<file path="src/rtl/avg_pkg.sv">
// Shared constants and types for the averaging-RAM read sequencer.
//   RAM_WIDTH  : signed sample width
//   ADDR_WIDTH : RAM address width
//   DEPTH      : entries per sweep (must not exceed 2**ADDR_WIDTH)
//   SUM_WIDTH  : block-sum width; wide enough that DEPTH <= 256 samples cannot overflow
package avg_pkg;

  localparam int unsigned RAM_WIDTH  = 16;
  localparam int unsigned ADDR_WIDTH = 8;
  localparam int unsigned DEPTH      = 240;
  localparam int unsigned SUM_WIDTH  = RAM_WIDTH + ADDR_WIDTH;

  typedef enum logic [1:0] {
    StIdle,
    StRead,
    StDrain
  } state_e;

endpackage

</file>
<file path="src/rtl/avg_ram_reader_if.sv">
// RAM read port plus downstream valid/ready sample stream.
//   mem_read_addr : read address to RAM (master drives)
//   mem_rdata     : RAM read data, one cycle after the address (slave drives)
//   wre           : RAM write enable, monitored by the master only
//   out_data      : signed sample to downstream
//   out_valid     : out_data valid
//   out_ready     : downstream accepts
//   out_last      : sample at address DEPTH-1
import avg_pkg::*;

interface avg_ram_reader_if;

  logic [ADDR_WIDTH-1:0] mem_read_addr;
  logic [RAM_WIDTH-1:0]  mem_rdata;
  logic                  wre;
  logic [RAM_WIDTH-1:0]  out_data;
  logic                  out_valid;
  logic                  out_ready;
  logic                  out_last;

  modport master (
    output mem_read_addr, out_data, out_valid, out_last,
    input  mem_rdata, wre, out_ready
  );

  modport slave (
    input  mem_read_addr, out_data, out_valid, out_last,
    output mem_rdata, wre, out_ready
  );

endinterface

</file>
<file path="src/rtl/skid_fifo.sv">
// Two-entry FIFO absorbing the RAM read latency between issue and the output stream.
//   clk_i/rst_ni : clock, asynchronous active-low reset
//   push_i       : write push_data_i (never asserted when full unless pop_i is also high)
//   pop_i        : discard the head (never asserted when empty)
//   head_o       : oldest entry
//   count_o      : occupancy 0..2
module skid_fifo #(
  parameter int unsigned Width = 17
) (
  input  logic             clk_i,
  input  logic             rst_ni,
  input  logic             push_i,
  input  logic [Width-1:0] push_data_i,
  input  logic             pop_i,
  output logic [Width-1:0] head_o,
  output logic [1:0]       count_o
);

  logic [Width-1:0] mem0_q, mem0_d, mem1_q, mem1_d;
  logic [1:0]       count_q, count_d;

  always_comb begin
    mem0_d  = mem0_q;
    mem1_d  = mem1_q;
    count_d = count_q;
    unique case ({push_i, pop_i})
      2'b10: begin
        if (count_q == 2'd0) mem0_d = push_data_i;
        else                 mem1_d = push_data_i;
        count_d = count_q + 2'd1;
      end
      2'b01: begin
        mem0_d  = mem1_q;
        count_d = count_q - 2'd1;
      end
      2'b11: begin
        // Occupancy unchanged: the new entry lands behind whatever survives the pop.
        if (count_q == 2'd1) begin
          mem0_d = push_data_i;
        end else begin
          mem0_d = mem1_q;
          mem1_d = push_data_i;
        end
      end
      default: ;
    endcase
  end

  always_ff @(posedge clk_i or negedge rst_ni) begin
    if (!rst_ni) begin
      mem0_q  <= '0;
      mem1_q  <= '0;
      count_q <= '0;
    end else begin
      mem0_q  <= mem0_d;
      mem1_q  <= mem1_d;
      count_q <= count_d;
    end
  end

  assign head_o  = mem0_q;
  assign count_o = count_q;

endmodule

</file>
<file path="src/rtl/avg_ram_reader.sv">
// Read-side sequencer for the post-FFT averaging RAM. A start pulse sweeps addresses
// 0..DEPTH-1, streams the samples in order over valid/ready and accumulates their signed sum.
//   clk     : clock, rising edge
//   rst     : asynchronous active-low reset
//   start   : one-cycle sweep request, ignored while busy or while done is high
//   busy    : sweep in progress
//   done    : one-cycle pulse after the final handshake
//   sum_out : signed sum of the last sweep, held until the next start
//   bus     : RAM read port and output stream
module avg_ram_reader
  import avg_pkg::*;
(
  input  logic                        clk,
  input  logic                        rst,
  input  logic                        start,
  output logic                        busy,
  output logic                        done,
  output logic signed [SUM_WIDTH-1:0] sum_out,
  avg_ram_reader_if.master            bus
);

  state_e                      state_q, state_d;
  logic [ADDR_WIDTH-1:0]       addr_q, addr_d;
  logic                        inflight_q, inflight_last_q;
  logic signed [SUM_WIDTH-1:0] sum_q, sum_d;
  logic                        done_q, done_d;

  logic [1:0]           fifo_count, occ_after;
  logic [RAM_WIDTH:0]   fifo_head;
  logic                 pop, issue, at_last_addr;

  assign at_last_addr  = addr_q == ADDR_WIDTH'(DEPTH - 1);
  assign bus.out_valid = fifo_count != 2'd0;
  assign pop           = bus.out_valid & bus.out_ready;

  // The entry popped this cycle already counts as free, which sustains one read per cycle.
  assign occ_after = fifo_count - {1'b0, pop} + {1'b0, inflight_q};
  assign issue     = (state_q == StRead) && !bus.wre && (occ_after < 2'd2);

  assign bus.mem_read_addr = issue ? addr_q : '0;
  assign bus.out_data      = bus.out_valid ? fifo_head[RAM_WIDTH-1:0] : '0;
  assign bus.out_last      = bus.out_valid & fifo_head[RAM_WIDTH];

  assign busy    = state_q != StIdle;
  assign done    = done_q;
  assign sum_out = sum_q;

  skid_fifo #(
    .Width(RAM_WIDTH + 1)
  ) u_fifo (
    .clk_i      (clk),
    .rst_ni     (rst),
    .push_i     (inflight_q),
    .push_data_i({inflight_last_q, bus.mem_rdata}),
    .pop_i      (pop),
    .head_o     (fifo_head),
    .count_o    (fifo_count)
  );

  always_comb begin
    state_d = state_q;
    addr_d  = addr_q;
    sum_d   = sum_q;
    done_d  = 1'b0;
    if (pop) begin
      sum_d = sum_q + $signed({{ADDR_WIDTH{bus.out_data[RAM_WIDTH-1]}}, bus.out_data});
    end
    unique case (state_q)
      StIdle: begin
        // A start landing on the done pulse belongs to the sweep just finished.
        if (start && !done_q) begin
          state_d = StRead;
          addr_d  = '0;
          sum_d   = '0;
        end
      end
      StRead: begin
        if (issue) begin
          addr_d = addr_q + 1'b1;
          if (at_last_addr) state_d = StDrain;
        end
      end
      StDrain: begin
        if (pop && fifo_head[RAM_WIDTH]) begin
          state_d = StIdle;
          done_d  = 1'b1;
        end
      end
      default: state_d = StIdle;
    endcase
  end

  always_ff @(posedge clk or negedge rst) begin
    if (!rst) begin
      state_q         <= StIdle;
      addr_q          <= '0;
      inflight_q      <= 1'b0;
      inflight_last_q <= 1'b0;
      sum_q           <= '0;
      done_q          <= 1'b0;
    end else begin
      state_q         <= state_d;
      addr_q          <= addr_d;
      inflight_q      <= issue;
      inflight_last_q <= issue && at_last_addr;
      sum_q           <= sum_d;
      done_q          <= done_d;
    end
  end

endmodule

</file>
<file path="src/flat_wrapper.sv">
// flat-port wrapper written by rule: the top's interface ports become plain ports
module avg_ram_reader_flat import avg_pkg::*;
  (clk, rst, start, busy, done, sum_out, bus_mem_read_addr, bus_out_data, bus_out_valid, bus_out_last, bus_mem_rdata, bus_wre, bus_out_ready);
  avg_ram_reader_if bus_i ();
  input  logic clk;
  input  logic rst;
  input  logic start;
  output logic busy;
  output logic done;
  output logic signed [SUM_WIDTH-1:0] sum_out;
  output wire logic [$bits(bus_i.mem_read_addr)-1:0] bus_mem_read_addr;
  output wire logic [$bits(bus_i.out_data)-1:0] bus_out_data;
  output wire logic [$bits(bus_i.out_valid)-1:0] bus_out_valid;
  output wire logic [$bits(bus_i.out_last)-1:0] bus_out_last;
  input wire logic [$bits(bus_i.mem_rdata)-1:0] bus_mem_rdata;
  input wire logic [$bits(bus_i.wre)-1:0] bus_wre;
  input wire logic [$bits(bus_i.out_ready)-1:0] bus_out_ready;
  assign bus_mem_read_addr = bus_i.mem_read_addr;
  assign bus_out_data = bus_i.out_data;
  assign bus_out_valid = bus_i.out_valid;
  assign bus_out_last = bus_i.out_last;
  assign bus_i.mem_rdata = bus_mem_rdata;
  assign bus_i.wre = bus_wre;
  assign bus_i.out_ready = bus_out_ready;
  avg_ram_reader u_core (.clk(clk), .rst(rst), .start(start), .busy(busy), .done(done), .sum_out(sum_out), .bus(bus_i));
endmodule
</file>
<file path="config.mk">
export PLATFORM = sky130hd
export DESIGN_NAME = avg_ram_reader_flat
export DESIGN_NICKNAME = d
export VERILOG_FILES = /design/src/rtl/avg_pkg.sv /design/src/rtl/avg_ram_reader_if.sv /design/src/rtl/skid_fifo.sv /design/src/rtl/avg_ram_reader.sv /design/src/flat_wrapper.sv
export SDC_FILE = /design/constraint.sdc
export NUM_CORES = 1
export LEC_CHECK = 0
export CAP_MARGIN = 20
export CORE_UTILIZATION = 49
export CTS_CLUSTER_SIZE = 8
export DETAILED_ROUTE_END_ITERATION = 7
export MAX_ROUTING_LAYER = met4
export PLACE_DENSITY = 0.77
export SLEW_MARGIN = 0
export SYNTH_ARGS = -nofsm -noshare
export SYNTH_HDL_FRONTEND = slang
export SYNTH_HIERARCHICAL = 1
export SYNTH_SLANG_ARGS = --single-unit
</file>
<file path="constraint.sdc">
create_clock -name clk -period 3.3 [get_ports clk]
set_clock_uncertainty 0.1 [all_clocks]
set_input_delay 0.33 -clock clk [delete_from_list [all_inputs] [get_ports clk]]
set_output_delay 0.33 -clock clk [all_outputs]
set_load 0.02 [all_outputs]
</file>
==> results of run 1 <==
## synthesized netlist by cell type (2+ instances only)
cell | count | share of area, %
a21o_1 | 7 | 1.1
a31oi_1 | 19 | 2.5
clkinv_1 | 2 | 0.16
o21ai_0 | 31 | 3.3
ha_1 | 25 | 6.7
clkbuf_1 | 17 | 1.4
mux2_2 | 7 | 1.7
xnor2_1 | 10 | 1.9
or2_2 | 2 | 0.27
nor3_1 | 9 | 0.96
or2b_1 | 2 | 0.32
a211o_1 | 6 | 1.1
nand2_1 | 45 | 3.6
nor3b_1 | 2 | 0.32
o21ai_1 | 3 | 0.32
nor3_2 | 2 | 0.43
buf_2 | 8 | 0.85
inv_1 | 11 | 0.88
xor2_1 | 12 | 2.2
mux2_4 | 10 | 3.2
nor2_1 | 29 | 2.3
a21oi_1 | 46 | 4.9
o21a_1 | 2 | 0.32
nor4_1 | 3 | 0.40
nor2b_1 | 4 | 0.53
nand4_1 | 4 | 0.53
and3_1 | 7 | 0.93
mux2i_1 | 4 | 0.85
buf_6 | 4 | 0.96
nand2b_1 | 5 | 0.67
nand3_1 | 31 | 3.3
o2111ai_1 | 2 | 0.37
o21bai_1 | 5 | 0.80
and2_1 | 26 | 3.5
a211oi_1 | 7 | 1.1
a221oi_1 | 2 | 0.37
dfrtp_1 | 73 | 39
o211ai_1 | 7 | 1.1
o31ai_1 | 3 | 0.48
## registers in the layout (all words and copies together), names as in the netlist
register / count
u_core/sum_out: 24
u_core/u_fifo/head_o: 17
u_core/u_fifo/mem1_q: 17
u_core/addr_q: 8
u_core/state_q: 2
u_core/u_fifo/count_o: 2
u_core/done: 1
u_core/inflight_last_q: 1
u_core/inflight_q: 1
## stage by stage
step,hold slack (ps),utilization (%)
6_report,-12.1,62.8
3_5_place_dp,366,59.8
5_1_grt,64.2,62.8
3_3_place_gp,362,59.8
2_1_floorplan,-65.6,-
4_1_cts,18.8,62.2
## layout make-up
class | count | area share (%)
clock buffer | 10 | 2.20
clock inverter | 6 | 1.57
inverter | 13 | 0.841
multi-input combinational | 398 | 46.2
sequential | 73 | 31.5
tap | 129 | 2.78
timing repair buffer | 89 | 14.9
## power by group through the flow
stage,clock network (W),logic (W),registers (W)
after floorplan,0,0.00314,0.00175
after global placement,0,0.00447,0.00169
after detailed placement,0,0.00455,0.00171
after CTS,0.000819,0.00458,0.00169
after global routing,0.000851,0.00508,0.00176
final,0.000803,0.00467,0.00170
## kinds of logic after synthesis
family | after synthesis | share of synthesized area [%]
adder cells (fa/ha/maj) | 26 | 7.09
XOR/XNOR | 22 | 4.11
flip-flops | 73 | 38.9
buffers and inverters | 43 | 4.64
multiplexers | 21 | 5.73
AND/OR/NAND/NOR | 179 | 19.5
AO/OA/AOI/OAI | 150 | 19.9
## critical path: cells and delay by family (launching register included)
| kind | cells | cell delay [ps] |
|---|---|---|
| simple gates | 5 | 1060 |
| buf+inv | 1 | 160 |
| fa+ha+maj | 1 | 320 |
| flops | 1 | 380 |
| compound gates | 4 | 950 |
## path summary, 6_finish.rpt
kind,startpoint,endpoint,slack (ps),cells past startpoint
min in group clk,u_core/state_q[0]$_DFFE_PN0P_,u_core/done$_DFF_PN0_,380,1
worst min-delay path,rst,u_core/sum_out[18]$_DFF_PN0_,-10,1
max in group asynchronous,rst,u_core/u_fifo/head_o[0]$_DFFE_PN0P_,2310,2
worst max-delay path,u_core/u_fifo/count_o[0]$_DFFE_PN0P_,u_core/sum_out[19]$_DFF_PN0_,250,11
worst max register to register,u_core/u_fifo/count_o[0]$_DFFE_PN0P_,u_core/sum_out[19]$_DFF_PN0_,250,11
worst min register to register,u_core/state_q[0]$_DFFE_PN0P_,u_core/done$_DFF_PN0_,380,1
## placed cells by master, fill, tap and decap left out, types with 2 or more instances in the layout
cell type,instances
a211o_1,6
a211oi_1,6
a211oi_2,2
a21o_1,7
a21oi_1,45
a31oi_1,19
and2_1,25
and3_1,7
buf_4,17
bufinv_16,2
clkbuf_8,9
clkdlybuf4s50_1,63
clkinv_1,2
clkinv_4,2
dfrtp_1,73
dlymetal6s2s_1,8
ha_1,25
inv_1,11
mux2_2,7
mux2_4,10
mux2i_1,4
nand2_1,45
nand2b_1,5
nand3_1,31
nand4_1,4
nor2_1,29
nor2b_1,4
nor3_1,9
nor3_2,2
nor4_1,2
o2111ai_1,2
o211ai_1,7
o21a_1,2
o21ai_0,29
o21ai_1,5
o21bai_1,5
o31ai_1,3
or2b_1,2
xnor2_1,10
xor2_1,12
## what timing repair did
action	4_1_cts	5_1_grt
resized for setup	0	13
setup endpoints to repair	0	15
buffers inserted	0	2
hold buffers	0	0
## metal layers
metal / GRT usage [%] / wire [um] / vias to the layer above
li1: - / - / 1998
met1: 32.6 / 5370 / 2043
met2: 41.4 / 5970 / 140
met3: 4.11 / 607 / 22
met4: 11.3 / 257 / 0
met5: - / 0 / -
==> impl_metrics.ini, run 1 <==
[clocking]
clockBufferDepth = 2
cts_tree = done
cts-root-buf = clkbuf_8
cts_inserted_buffers = 9
cts.sinks = 73
path_clk_slew_ps = 80
htreeDepth = 3
clock_latency_ps = 360

[pwr]
power_switching_w = 0.00334
intPower_w = 0.00383
finalPower_w = 0.00717
switching_share_pct = 46.6
seqPwrFrac_pct = 23.7
power.leakage_nw = 2.61
clkPwrFrac_pct = 11.2
power.density_nw_per_um2 = 1240
power.share.combinational_pct = 65.1
peakVddDrop_mv = 0.516

[sta]
slew_violations = 0
rsz0062_at_grt = false
maxSlewHeadroom_pct = 41.0
period_needed_ps = 3050
fmax_mhz = 328
setup_violations = 0
setup_slack_ps = 253
finalCritPeriodShare_pct = 92.3
tns_ps = 0
hold_violations = 9
tightest_slew_ps = 885
holdWs_ps = -12.1

[route]
remaining_drc_errors = 0
drtPass1Iterations = 5
post_drt_via_cell_ratio = 5.85
postRouteAntennaNets = 0
via_count = 4203
wl_per_cell_um = 17.0
drt_wl_total_um = 12200
drtIter0Drc = 263

[global_routing]
first_global_vias = 4000
grt_remaining_overflow = 0
antenna_found_initial = 0
grt_max_degree = 40
grt_pass1_wl_um = 19700
groute.usage.overall_pct = 25.9

[synthesis]
syn_area_per_cell_um2 = 9.13
yosysWarnings = 6
synth_edf_count = 0
ys_async_sr_fraction_pct = 100
synth_fp_nets = 561
seq_area_frac_synth_pct = 38.9
syn_area_um2 = 4690
ys_ff_latch = 73
syn_inst = 514
ys.flop_type = dfrtp_1
synth.distinct_cells = 59

[cells_and_area]
fin_cells = 718
multi_input_area_um2 = 2680
fillers = 789
fin_nets = 631
num_antenna_cells = 0
design_area_um2 = 5800
layout-drive-gt1-share_pct = 11.4
register_area_um2 = 1830
synthToLayoutAreaGrowth_pct = 23.6

[setup_path]
crit_path_cell_trace = or2_4, and2_1, ha_1, a211oi_2, o21bai_1, o211ai_1, a21oi_1, nor4_2, buf_4, nor3_1, nor3_1
endpoint_kind = flop
cp-start-kind = flop
critPathMostFrequentCell = nor3_1
required_ps = 3470
cp_max_fo = 17
slowest_stage = dfrtp_1
max_stage_delay_ps = 380
worstPathArrival_ps = 3220
critical_path_class = flop to flop

[floorplanning]
die_y_um = 99.9
ioPinCount = 73
core_area_um2 = 9240
die_x_um = 99.9
dieArea_um2 = 9970
num_rows = 35
initial_core_util_pct = 50.8

[placed_design]
dp_hpwl_um = 8610
port-buffer-count = 72
dpl.cell_count = 700
dpl_cell_area_um2 = 5530
place_congestion = 0.880
dp_slack_ps = 95.9

[job]
maxCapViolations = 0

[status]
outcome = finished, violations left
violations = hold timing

[worst_hold_path]
min_path_type = primary input to async pin
(Power assumes the default switching activity.)
==> run 2, diff against run 1 <==
CAP_MARGIN = unset   (was 20)
==> results of run 2 <==
Same layout as run 1: the final DEF is identical, and so are final timing and power.
